### src/rtl/seg_pkg.sv
// Shared types and constants for the 4-digit 7-segment display path.
// Segment patterns are active-low, ordered {g,f,e,d,c,b,a}.
package seg_pkg;

  typedef enum logic [1:0] {
    BLANK = 2'd0,
    ARM   = 2'd1,
    SHOW  = 2'd2
  } scan_state_t;

  localparam logic [6:0] SEG_OFF  = 7'h7F;
  localparam logic [3:0] SEL_NONE = 4'hF;

  // Entry n is the pattern for nibble n; entry 15 sits in the MSBs.
  localparam logic [15:0][6:0] SEG_TABLE = {
    7'h0E, 7'h06, 7'h21, 7'h46, 7'h03, 7'h08, 7'h10, 7'h00,
    7'h78, 7'h02, 7'h12, 7'h19, 7'h30, 7'h24, 7'h79, 7'h40
  };

endpackage

### src/rtl/hex_to_7seg.sv
// Combinational hex nibble to active-low 7-segment decoder (0-9, A, b, C, d, E, F).
module hex_to_7seg
  import seg_pkg::*;
(
  input  logic [3:0] hex,
  output logic [6:0] seg
);

  assign seg = SEG_TABLE[hex];

endmodule

### src/rtl/seg_scan_driver.sv
// Multiplexed 4-digit 7-segment scanner: BLANK -> ARM -> SHOW per digit, registered outputs.
// Optional digit blinking is compiled in when SEG_BLINK_EN is defined.
module seg_scan_driver
  import seg_pkg::*;
#(
  parameter int SCAN_DIV     = 12500,
  parameter int BLANK_CYC    = 4,
  parameter int BLINK_FRAMES = 125
) (
  input  logic       clk,
  input  logic       rst_n,
  input  logic [3:0] hex_in,
  input  logic [3:0] dp_mask,
  input  logic [3:0] blank_mask,
  input  logic [3:0] blink_mask,
  output logic [3:0] sel,
  output logic [6:0] seg,
  output logic       dp,
  output logic [1:0] digit_idx
);

  // One prescaler times both BLANK and SHOW, so it must hold the larger count.
  localparam int CNT_MAX = (SCAN_DIV > BLANK_CYC) ? SCAN_DIV : BLANK_CYC;
  localparam int CNT_W   = $clog2(CNT_MAX + 1);
  localparam logic [CNT_W-1:0] SHOW_LAST  = CNT_W'(SCAN_DIV - 1);
  localparam logic [CNT_W-1:0] BLANK_LAST = CNT_W'(BLANK_CYC - 1);

  scan_state_t      state_reg, state_next;
  logic [CNT_W-1:0] cnt_reg, cnt_next;
  logic [1:0]       idx_reg, idx_next;
  logic [3:0]       sel_reg, sel_next, sel_onehot;
  logic [6:0]       seg_reg, seg_next, dec_seg;
  logic             dp_reg, dp_next;
  logic             frame_wrap, blink_off, digit_lit;

  always_comb begin
    state_next = state_reg;
    cnt_next   = cnt_reg + 1'b1;
    idx_next   = idx_reg;
    frame_wrap = 1'b0;
    case (state_reg)
      BLANK: begin
        if (cnt_reg == BLANK_LAST) begin
          state_next = ARM;
          cnt_next   = '0;
        end
      end
      ARM: begin
        state_next = SHOW;
        cnt_next   = '0;
      end
      SHOW: begin
        if (cnt_reg == SHOW_LAST) begin
          state_next = BLANK;
          cnt_next   = '0;
          idx_next   = idx_reg + 2'd1;
          frame_wrap = (idx_reg == 2'd3);
        end
      end
      default: begin
        state_next = BLANK;
        cnt_next   = '0;
      end
    endcase
  end

  for (genvar gi = 0; gi < 4; gi++) begin : g_sel
    assign sel_onehot[gi] = (idx_next != 2'(gi));
  end

`ifdef SEG_BLINK_EN
  localparam int FRM_W = (BLINK_FRAMES > 1) ? $clog2(BLINK_FRAMES) : 1;
  logic [FRM_W-1:0] frame_reg;
  logic             phase_reg;

  always_ff @(posedge clk or negedge rst_n) begin
    if (!rst_n) begin
      frame_reg <= '0;
      phase_reg <= 1'b0;
    end else if (frame_wrap) begin
      if (frame_reg == FRM_W'(BLINK_FRAMES - 1)) begin
        frame_reg <= '0;
        phase_reg <= ~phase_reg;
      end else begin
        frame_reg <= frame_reg + 1'b1;
      end
    end
  end

  assign blink_off = phase_reg & blink_mask[idx_next];
`else
  logic unused_blink;
  assign unused_blink = ^{blink_mask, frame_wrap};
  assign blink_off    = 1'b0;
`endif

  hex_to_7seg u_dec (
    .hex (hex_in),
    .seg (dec_seg)
  );

  // Outputs are computed from the next state so each register matches the state it enters.
  assign digit_lit = (state_next == SHOW) && !blank_mask[idx_next] && !blink_off;
  assign sel_next  = (state_next == BLANK) ? SEL_NONE : sel_onehot;
  assign seg_next  = digit_lit ? dec_seg : SEG_OFF;
  assign dp_next   = digit_lit ? ~dp_mask[idx_next] : 1'b1;

  always_ff @(posedge clk or negedge rst_n) begin
    if (!rst_n) begin
      state_reg <= BLANK;
      cnt_reg   <= '0;
      idx_reg   <= 2'd0;
      sel_reg   <= SEL_NONE;
      seg_reg   <= SEG_OFF;
      dp_reg    <= 1'b1;
    end else begin
      state_reg <= state_next;
      cnt_reg   <= cnt_next;
      idx_reg   <= idx_next;
      sel_reg   <= sel_next;
      seg_reg   <= seg_next;
      dp_reg    <= dp_next;
    end
  end

  assign sel       = sel_reg;
  assign seg       = seg_reg;
  assign dp        = dp_reg;
  assign digit_idx = idx_reg;

endmodule

### config.mk
export PLATFORM = sky130hd
export DESIGN_NAME = seg_scan_driver
export DESIGN_NICKNAME = d
export VERILOG_FILES = /design/src/rtl/seg_pkg.sv /design/src/rtl/hex_to_7seg.sv /design/src/rtl/seg_scan_driver.sv
export SDC_FILE = /design/constraint.sdc
export NUM_CORES = 1
export LEC_CHECK = 0
export BUFFER_PORTS_ARGS = -buffer_cell sky130_fd_sc_hd__buf_2
export CAP_MARGIN = 20
export CORE_MARGIN = 1.5
export CORE_UTILIZATION = 59
export CTS_BUF_LIST = sky130_fd_sc_hd__clkbuf_8 sky130_fd_sc_hd__clkbuf_16
export CTS_CLUSTER_DIAMETER = 60
export DETAILED_ROUTE_END_ITERATION = 7
export PLACE_DENSITY = 0.84
export SLEW_MARGIN = 0
export SYNTH_ARGS = -nofsm -noshare
export SYNTH_HDL_FRONTEND = slang
export SYNTH_SLANG_ARGS = --single-unit
export TNS_END_PERCENT = 100
### constraint.sdc
create_clock -name clk -period 3.25 [get_ports clk]
set_input_delay 0.325 -clock clk [delete_from_list [all_inputs] [get_ports clk]]
set_output_delay 0.325 -clock clk [all_outputs]
set_load 0.005 [all_outputs]
==> impl_results.md, run 1 <==
- Final Hold Fails: 0
- Core Box Area: between 2000 and 3000 um^2
- Reg-to-Reg End: cnt_reg[5]
- Count of cell types in the netlist: 44
- TritonCTS clock tree: done
- Clk_lat worst skew: 0.28 ns
- PortBufs: 27
- Fin crit period: roughly 2 ns
- Multiplexer share of the synthesized area: about 3.1%
- Top cells by area, synth: dfrtp_1, dfstp_2, ha_1
- Worst slew pin tran: about 0.66 ns
- Cell Area, Synth: 1730 um^2
- Number of DRC markers in iteration 0: 66
- Area grow syn2layout: 13.6%
- Seq cells post-synth: 30
- Number of remaining DRC errors: 0
- Detailed-route wire length: 3260 um
- # fillers: 190
- Post-Synth XOR/XNOR Area: 7.54%
- Async SR Flop Fraction: 100%
- R2r worst-path depth: 5
- Post-synthesis adder-cell area fraction: approximately 5.1%
- CTS max path bufs: 2
- Crit-path max cell delay: around 0.45 ns
- Post-CTS sizing: 0
- CTS clk-pin slew, worst paths: about 0.060 ns
- CP max FO: 14
- Final slew viol count: 0
- Max FFs per register: 14
- Initial Utilization: between 60% and 70%
- Critical Path RT: around 3.4 ns
- Setup slack after placement: roughly 1.3 ns
- Number of routed nets with antenna violations: 0
- Area of the multi-input gates: between 900 and 1000 um^2
- Largest family of logic cells by synthesized area: simple AND/OR/NAND/NOR gates
- Routed wire per std cell: 14.7 um
- FMAX: a little over 0.5 GHz
- Iteration count of the initial detailed-routing pass: 4
- Top-area cell type share of the netlist area: about a quarter
- Vias per cell: about 6
- Avg Synthesized Cell Area: 10.7 um^2
- CP Capture Type: flip-flop
- Floorplan row count: 19
- Die height: between 50 and 60 um
- RSZ-0062 raised after global routing: no
- GPL Wtd Cong: 0.808
- Sequential cell area fraction in the yosys report: roughly 44%
- Cells along the critical path: ha_1, nor4b_4, nand2_2, a21oi_4, nor3_1
- R2R Setup Slk: about 1.3 ns
- P_leak: about 0.85 nW
- Synth Flop Type: dfrtp_1
- CP max stage cell: dfrtp_1
- Worst Setup Start Kind: flip-flop
- Post-CTS setup buffers: 0
- Post-synth top cells: dfrtp_1, nor3_1, dfstp_2
- H-tree Lvls: 2
- Syn Nets: 187
- Vias in the first global route: 1288
- EDFF count, synth: 0
- Simple-Gate Fraction of Synth Area: around a quarter
- Setup violators final: 0
- Warnings, synthesis: 0
- Final Skew: approximately 0.008 ns
- Die X-Extent: around 57 um
- Hold WC Path Type: input pin to asynchronous set/reset pin
- Clk root buf: clkbuf_8
- Tcrit/Tclk final: between 60% and 70%
- Arrival time at the worst endpoint: ~2.1 ns
- Ant diodes: 0
- Cell Pwr Density: roughly 380 nW/um^2
- Final worst slack: about 1.3 ns
- Full die area: 3260 um^2
- CTS hold repair buffers: 0
- Total track usage: ~22%
- Nets: 215
- Reg-to-Reg Start: cnt_reg[0]
- Largest net degree at the start of global routing: 31
- Count leader, synth: dfrtp_1
- CP Class: flip-flop to flip-flop
- Setup TNS: 0 ns
- Cells after Synth: around 160
- Peak supply drop: between 300 and 400 uV
- Initial antenna violation count: 0
- I/O pins: 32
- Share of layout cells above drive strength 1: between 30% and 40%
- DP HPWL: between 2000 and 2500 um
- Total number of vias: about 1300
- Synth Area in Compound Gates: approximately 10%
- Run status: finished, final reports clean
- Global-route congestion overflow total: 0
- Clock Sinks: 30
- Maxcap violations: 0
- CTS buffer count: 5
- Normalized max-slew margin: between 50 and 60%
- Area leader, netlist: dfrtp_1
- FF+latch area: between 700 and 800 um^2
- First-pass GRT wire length: ~5500 um
[stage by stage]
stage	utilization, %	hold slack (ns)	std cells	total power [mW]	area [um^2]
2_1_floorplan	-	0.0294	162	0.420	1730
5_1_grt	71.1	0.108	222	0.762	1960
3_5_place_dp	67.8	0.375	214	0.450	1870
6_report	71.1	0.0620	222	0.739	1960
4_1_cts	71.1	0.0728	222	0.745	1960
3_3_place_gp	67.8	0.370	214	0.446	1870
[worst max-delay path, delay by kind of cell, from the launching register on]
| kind | cells | cell delay, ns |
|---|---|---|
| AND/OR/NAND/NOR | 3 | 0.63 |
| flip-flops | 1 | 0.45 |
| AO/OA/AOI/OAI | 1 | 0.42 |
| adder cells (fa/ha/maj) | 1 | 0.31 |
[routing by layer]
layer / track usage [%] / wire [um] / vias up
li1: - / - / 637
met1: 26.2 / 1400 / 641
met2: 37.4 / 1660 / 41
met3: 4.31 / 118 / 9
met4: 13.6 / 85 / 0
met5: 0 / 0 / -
[layout make-up]
cell class | count | share of cell area, %
clock buffer | 6 | 4.21
clock inverter | 2 | 0.383
inverter | 8 | 1.53
multi-input combinational | 118 | 45.9
sequential | 30 | 39.1
tap | 31 | 1.98
timing repair buffer | 27 | 6.89
[cells by family after synthesis]
| kind of cell | Yosys count |
|---|---|
| flops | 30 |
| mux | 4 |
| compound gates | 21 |
| xor+xnor | 14 |
| buf+inv | 14 |
| fa+ha+maj | 7 |
| simple gates | 72 |
[layout by cell type, fill, tap and decap left out, types with 3 or more instances in the layout]
| cell | netlist | routed |
|---|---|---|
| dfstp_2 | 12 | 12 |
| xor2_1 | 4 | 4 |
| and3_1 | 3 | 3 |
| o211ai_1 | 3 | 3 |
| nor3_1 | 14 | 14 |
| nand2b_1 | 4 | 4 |
| xnor2_1 | 9 | 9 |
| nor2_1 | 11 | 11 |
| nor3_2 | 5 | 5 |
| o311ai_0 | 3 | 3 |
| buf_2 | 0 | 27 |
| nand3_1 | 10 | 10 |
| clkbuf_8 | 0 | 6 |
| dfrtp_1 | 18 | 18 |
| inv_1 | 8 | 10 |
| nand2_1 | 9 | 9 |
| ha_1 | 7 | 7 |
[where the power goes]
part	internal, mW	switching, mW	leakage (nW)
sequential	0.387	0.00161	0.358
clock	0.166	0.130	0.0538
combinational	0.0225	0.0324	0.439
total	0.575	0.164	0.851
[worst max path at each step]
stage / from / to / slack (ns) / depth (start not counted)
2_1_floorplan: cnt_reg[0] / cnt_reg[2] / 1.63 / 6
3_3_place_gp: cnt_reg[0] / cnt_reg[7] / 1.39 / 5
3_5_place_dp: cnt_reg[0] / cnt_reg[5] / 1.28 / 5
4_1_cts: cnt_reg[0] / cnt_reg[5] / 1.27 / 5
5_1_grt: cnt_reg[0] / cnt_reg[2] / 1.17 / 5
6_report: cnt_reg[0] / cnt_reg[5] / 1.28 / 5
(Power assumes the default switching activity.)
==> run 2: changes to the inputs <==
- CORE_UTILIZATION: 59 -> 49
- PLACE_DENSITY: 0.84 -> 0.75
- clock period: 3.25 -> 1.6 ns (I/O delays scaled with it)
==> run 2 against run 1 <==
The run now ends with setup timing left. Critical path depth rose by 1. Final cell count rose by 16%. Routed wire length rose by 15%. Non-clock buffer count rose by 22. Clock power rose by 79%. Clock-buffer cell count fell by 1. Hold slack improved by 0.093 ns. Power rose by 94%. Maximum frequency rose by 22%. Sequential share of layout area fell by 3.7 points. Worst setup slack got worse by 1.3 ns. Highest routed layer unchanged.
==> impl_results.md, run 2 (synthesis gave the netlist of run 1 again) <==
- Share of layout cells above drive strength 1: 39.6% (+7.2 points)
- CTS clk-pin slew, worst paths: 0.05 ns (about the same)
- Final Skew: 0.00745 ns (-0.000479 ns)
- Peak supply drop: 457 uV (+25%)
- Hold WC Path Type: input pin to flip-flop
- P_leak: 0.960 nW (+13%)
- PortBufs: 27 (unchanged)
- Number of DRC markers in iteration 0: 76 (+15%)
- Iteration count of the initial detailed-routing pass: 4 (unchanged)
- Initial antenna violation count: 0 (unchanged)
- Run status: finished, violations left
- Cell Pwr Density: 663 nW/um^2 (+76%)
- Largest net degree at the start of global routing: 31 (unchanged)
- Reg power frac: 54.9% (+2.4 points)
- TritonCTS clock tree: done
- Maxcap violations: 0 (unchanged)
- Vias per cell: 5.49 (-8.3%)
- Normalized max-slew margin: 57.7% (+1.7 points)
- Hold path cells: 2
- R2R Setup Slk: -0.006 ns (-1.29 ns)
- FF+latch area: 766 um^2 (unchanged)
- Ant diodes: 0 (unchanged)
- Most common cell after layout, fill and taps aside: buf_2
- Setup violators final: 3 (+3)
- Core Box Area: 3360 um^2 (+22%)
- Detailed-route wire length: 3760 um (+15%)
- Final Hold Fails: 0 (unchanged)
- Number of remaining DRC errors: 0 (unchanged)
- GPL Wtd Cong: 0.883 (+9.3%)
- Final slew viol count: 0 (unchanged)
- HP Start: hex_in[1]
- Die X-Extent: 62.4 um (+9.2%)
- FMAX: 0.623 GHz (+22%)
- R2r worst-path depth: 6 (+1)
- Critical Path RT: 1.78 ns (-1.60 ns)
- Setup slack after placement: -0.0550 ns (-1.33 ns)
- Full die area: 3890 um^2 (+19%)
- Total track usage: 21.5% (-0.72 points)
- Nets: 237 (+10%)
- Reg-to-Reg Start: cnt_reg[0]
- CTS buffer count: 5 (unchanged)
- Clock Sinks: 30 (unchanged)
- Most frequent cells in the layout: buf_2, buf_4, dfrtp_1
- CTS max path bufs: 2 (unchanged)
- CP max FO: 8 (-6)
- Failing checks: setup timing
- Die height: 62.4 um (+9.2%)
- Placed insts: 247 (+15%)
- Internal power: 1.12 mW (+95%)
- Total number of vias: 1416 (+6.6%)
- Global-route congestion overflow total: 0 (unchanged)
- RSZ-0062 raised after global routing: yes
- Number of routed nets with antenna violations: 0 (unchanged)
- H-tree Lvls: 2 (unchanged)
- Sw Share: 22.1% (-0.098 points)
- Arrival time at the worst endpoint: 1.78 ns (-0.32 ns)
- Tcrit/Tclk final: 100% (+40 points)
- CP Capture Type: flip-flop
- CP Class: flip-flop to flip-flop
- DP HPWL: 2880 um (+24%)
- Area of the multi-input gates: 922 um^2 (+2.4%)
- Hold Path End: seg[6]
- Combinational share of power: 8.3% (+0.9 points)
- Floorplan row count: 21 (+2)
- Initial Utilization: 51.3% (-11 points)
- Clk pwr share: 36.8% (-3.2 points)
- Worst Setup Start Kind: flip-flop
- Reg-to-Reg End: seg[6]
- Fin crit period: 1.61 ns (-0.359 ns)
- Worst slew pin tran: 0.634 ns (-0.0261 ns)
- I/O pins: 32 (unchanged)
- First-pass GRT wire length: 6440 um (+17%)
- Clk_lat worst skew: 0.28 ns (about the same)
- Area grow syn2layout: 25.5%
- Net switching power: 0.318 mW (+94%)
- Non-Filler Instances: 258 (+16%)
- # fillers: 297 (+56%)
- Max FFs per register: 14 (unchanged)
- Clk root buf: clkbuf_8
- Final worst slack: -0.00636 ns (-1.29 ns)
- Routed wire per std cell: 14.6 um (-0.95%)
- Vias in the first global route: 1462 (+14%)
-- run 2: changes by cell type in the layout (fill, tap and decap cells not counted), sizes merged --
cell and change:
dlygate4sd3 +1, buf +21, clkbuf -1
-- run 2: final cells by class --
cell class,instances,share of cell area (%)
timing repair buffer,49,14.5
multi-input combinational,118,42.6
sequential,30,35.3
tap,46,2.66
clock inverter,2,0.346
clock buffer,5,3.18
inverter,8,1.39
-- run 2: through the flow --
stage	util, %	TNS [ns]	hold WS (ns)	power (mW)	area, um^2
4_1_cts	63.4	-0.0120	0.174	1.45	2130
3_3_place_gp	60.6	0	0.209	0.908	2040
6_report	64.4	-0.0111	0.155	1.44	2170
3_5_place_dp	60.6	-0.110	0.224	0.917	2040
2_1_floorplan	-	0	-0.136	0.852	1730
5_1_grt	64.4	-0.459	0.155	1.51	2170
-- run 2: power groups by stage --
stage          Combinational (mW)  Sequential (mW)  Clock, mW
2_1_floorplan              0.0476            0.805          0
3_3_place_gp                0.106            0.802          0
3_5_place_dp                0.114            0.803          0
4_1_cts                     0.117            0.790      0.542
5_1_grt                     0.131            0.791      0.592
6_report                    0.119            0.790      0.529
-- run 2: layer usage --
| metal | vias to the layer above | global-route usage (%) | wire length, um |
|---|---|---|---|
| li1 | 680 | - | - |
| met1 | 701 | 23.2 | 1490 |
| met2 | 29 | 40.4 | 2100 |
| met3 | 6 | 5.07 | 107 |
| met4 | 0 | 8.61 | 57 |
| met5 | - | 0 | 0 |
-- run 2: worst max-delay path by stage --
stage | startpoint | to | slack, ns | depth (start not counted)
2_1_floorplan | cnt_reg[0] | cnt_reg[2] | 0.006 | 6
3_3_place_gp | cnt_reg[0] | seg[0] | 0.03 | 5
3_5_place_dp | cnt_reg[0] | seg[6] | -0.06 | 5
4_1_cts | cnt_reg[0] | seg[6] | -0.01 | 5
5_1_grt | cnt_reg[0] | sel[2] | -0.07 | 6
6_report | cnt_reg[0] | seg[6] | -0.006 | 6
-- run 2: repair_timing --
item / 4_1_cts / 5_1_grt
gates resized for setup: 1 / 4
setup endpoints to repair: 5 / 26
pin swaps: 1 / 4
setup buffers: 0 / 4
hold buffers: 1 / 0
hold endpoints to repair: 18 / 0
-- run 2: worst max-delay path, cell delays in order (launching register included) --
cell and delay [ns]:
dfrtp_1 0.38, ha_2 0.20, nor4b_4 0.13, buf_4 0.16, a41o_4 0.23, a21oi_4 0.25
o311ai_1 0.17
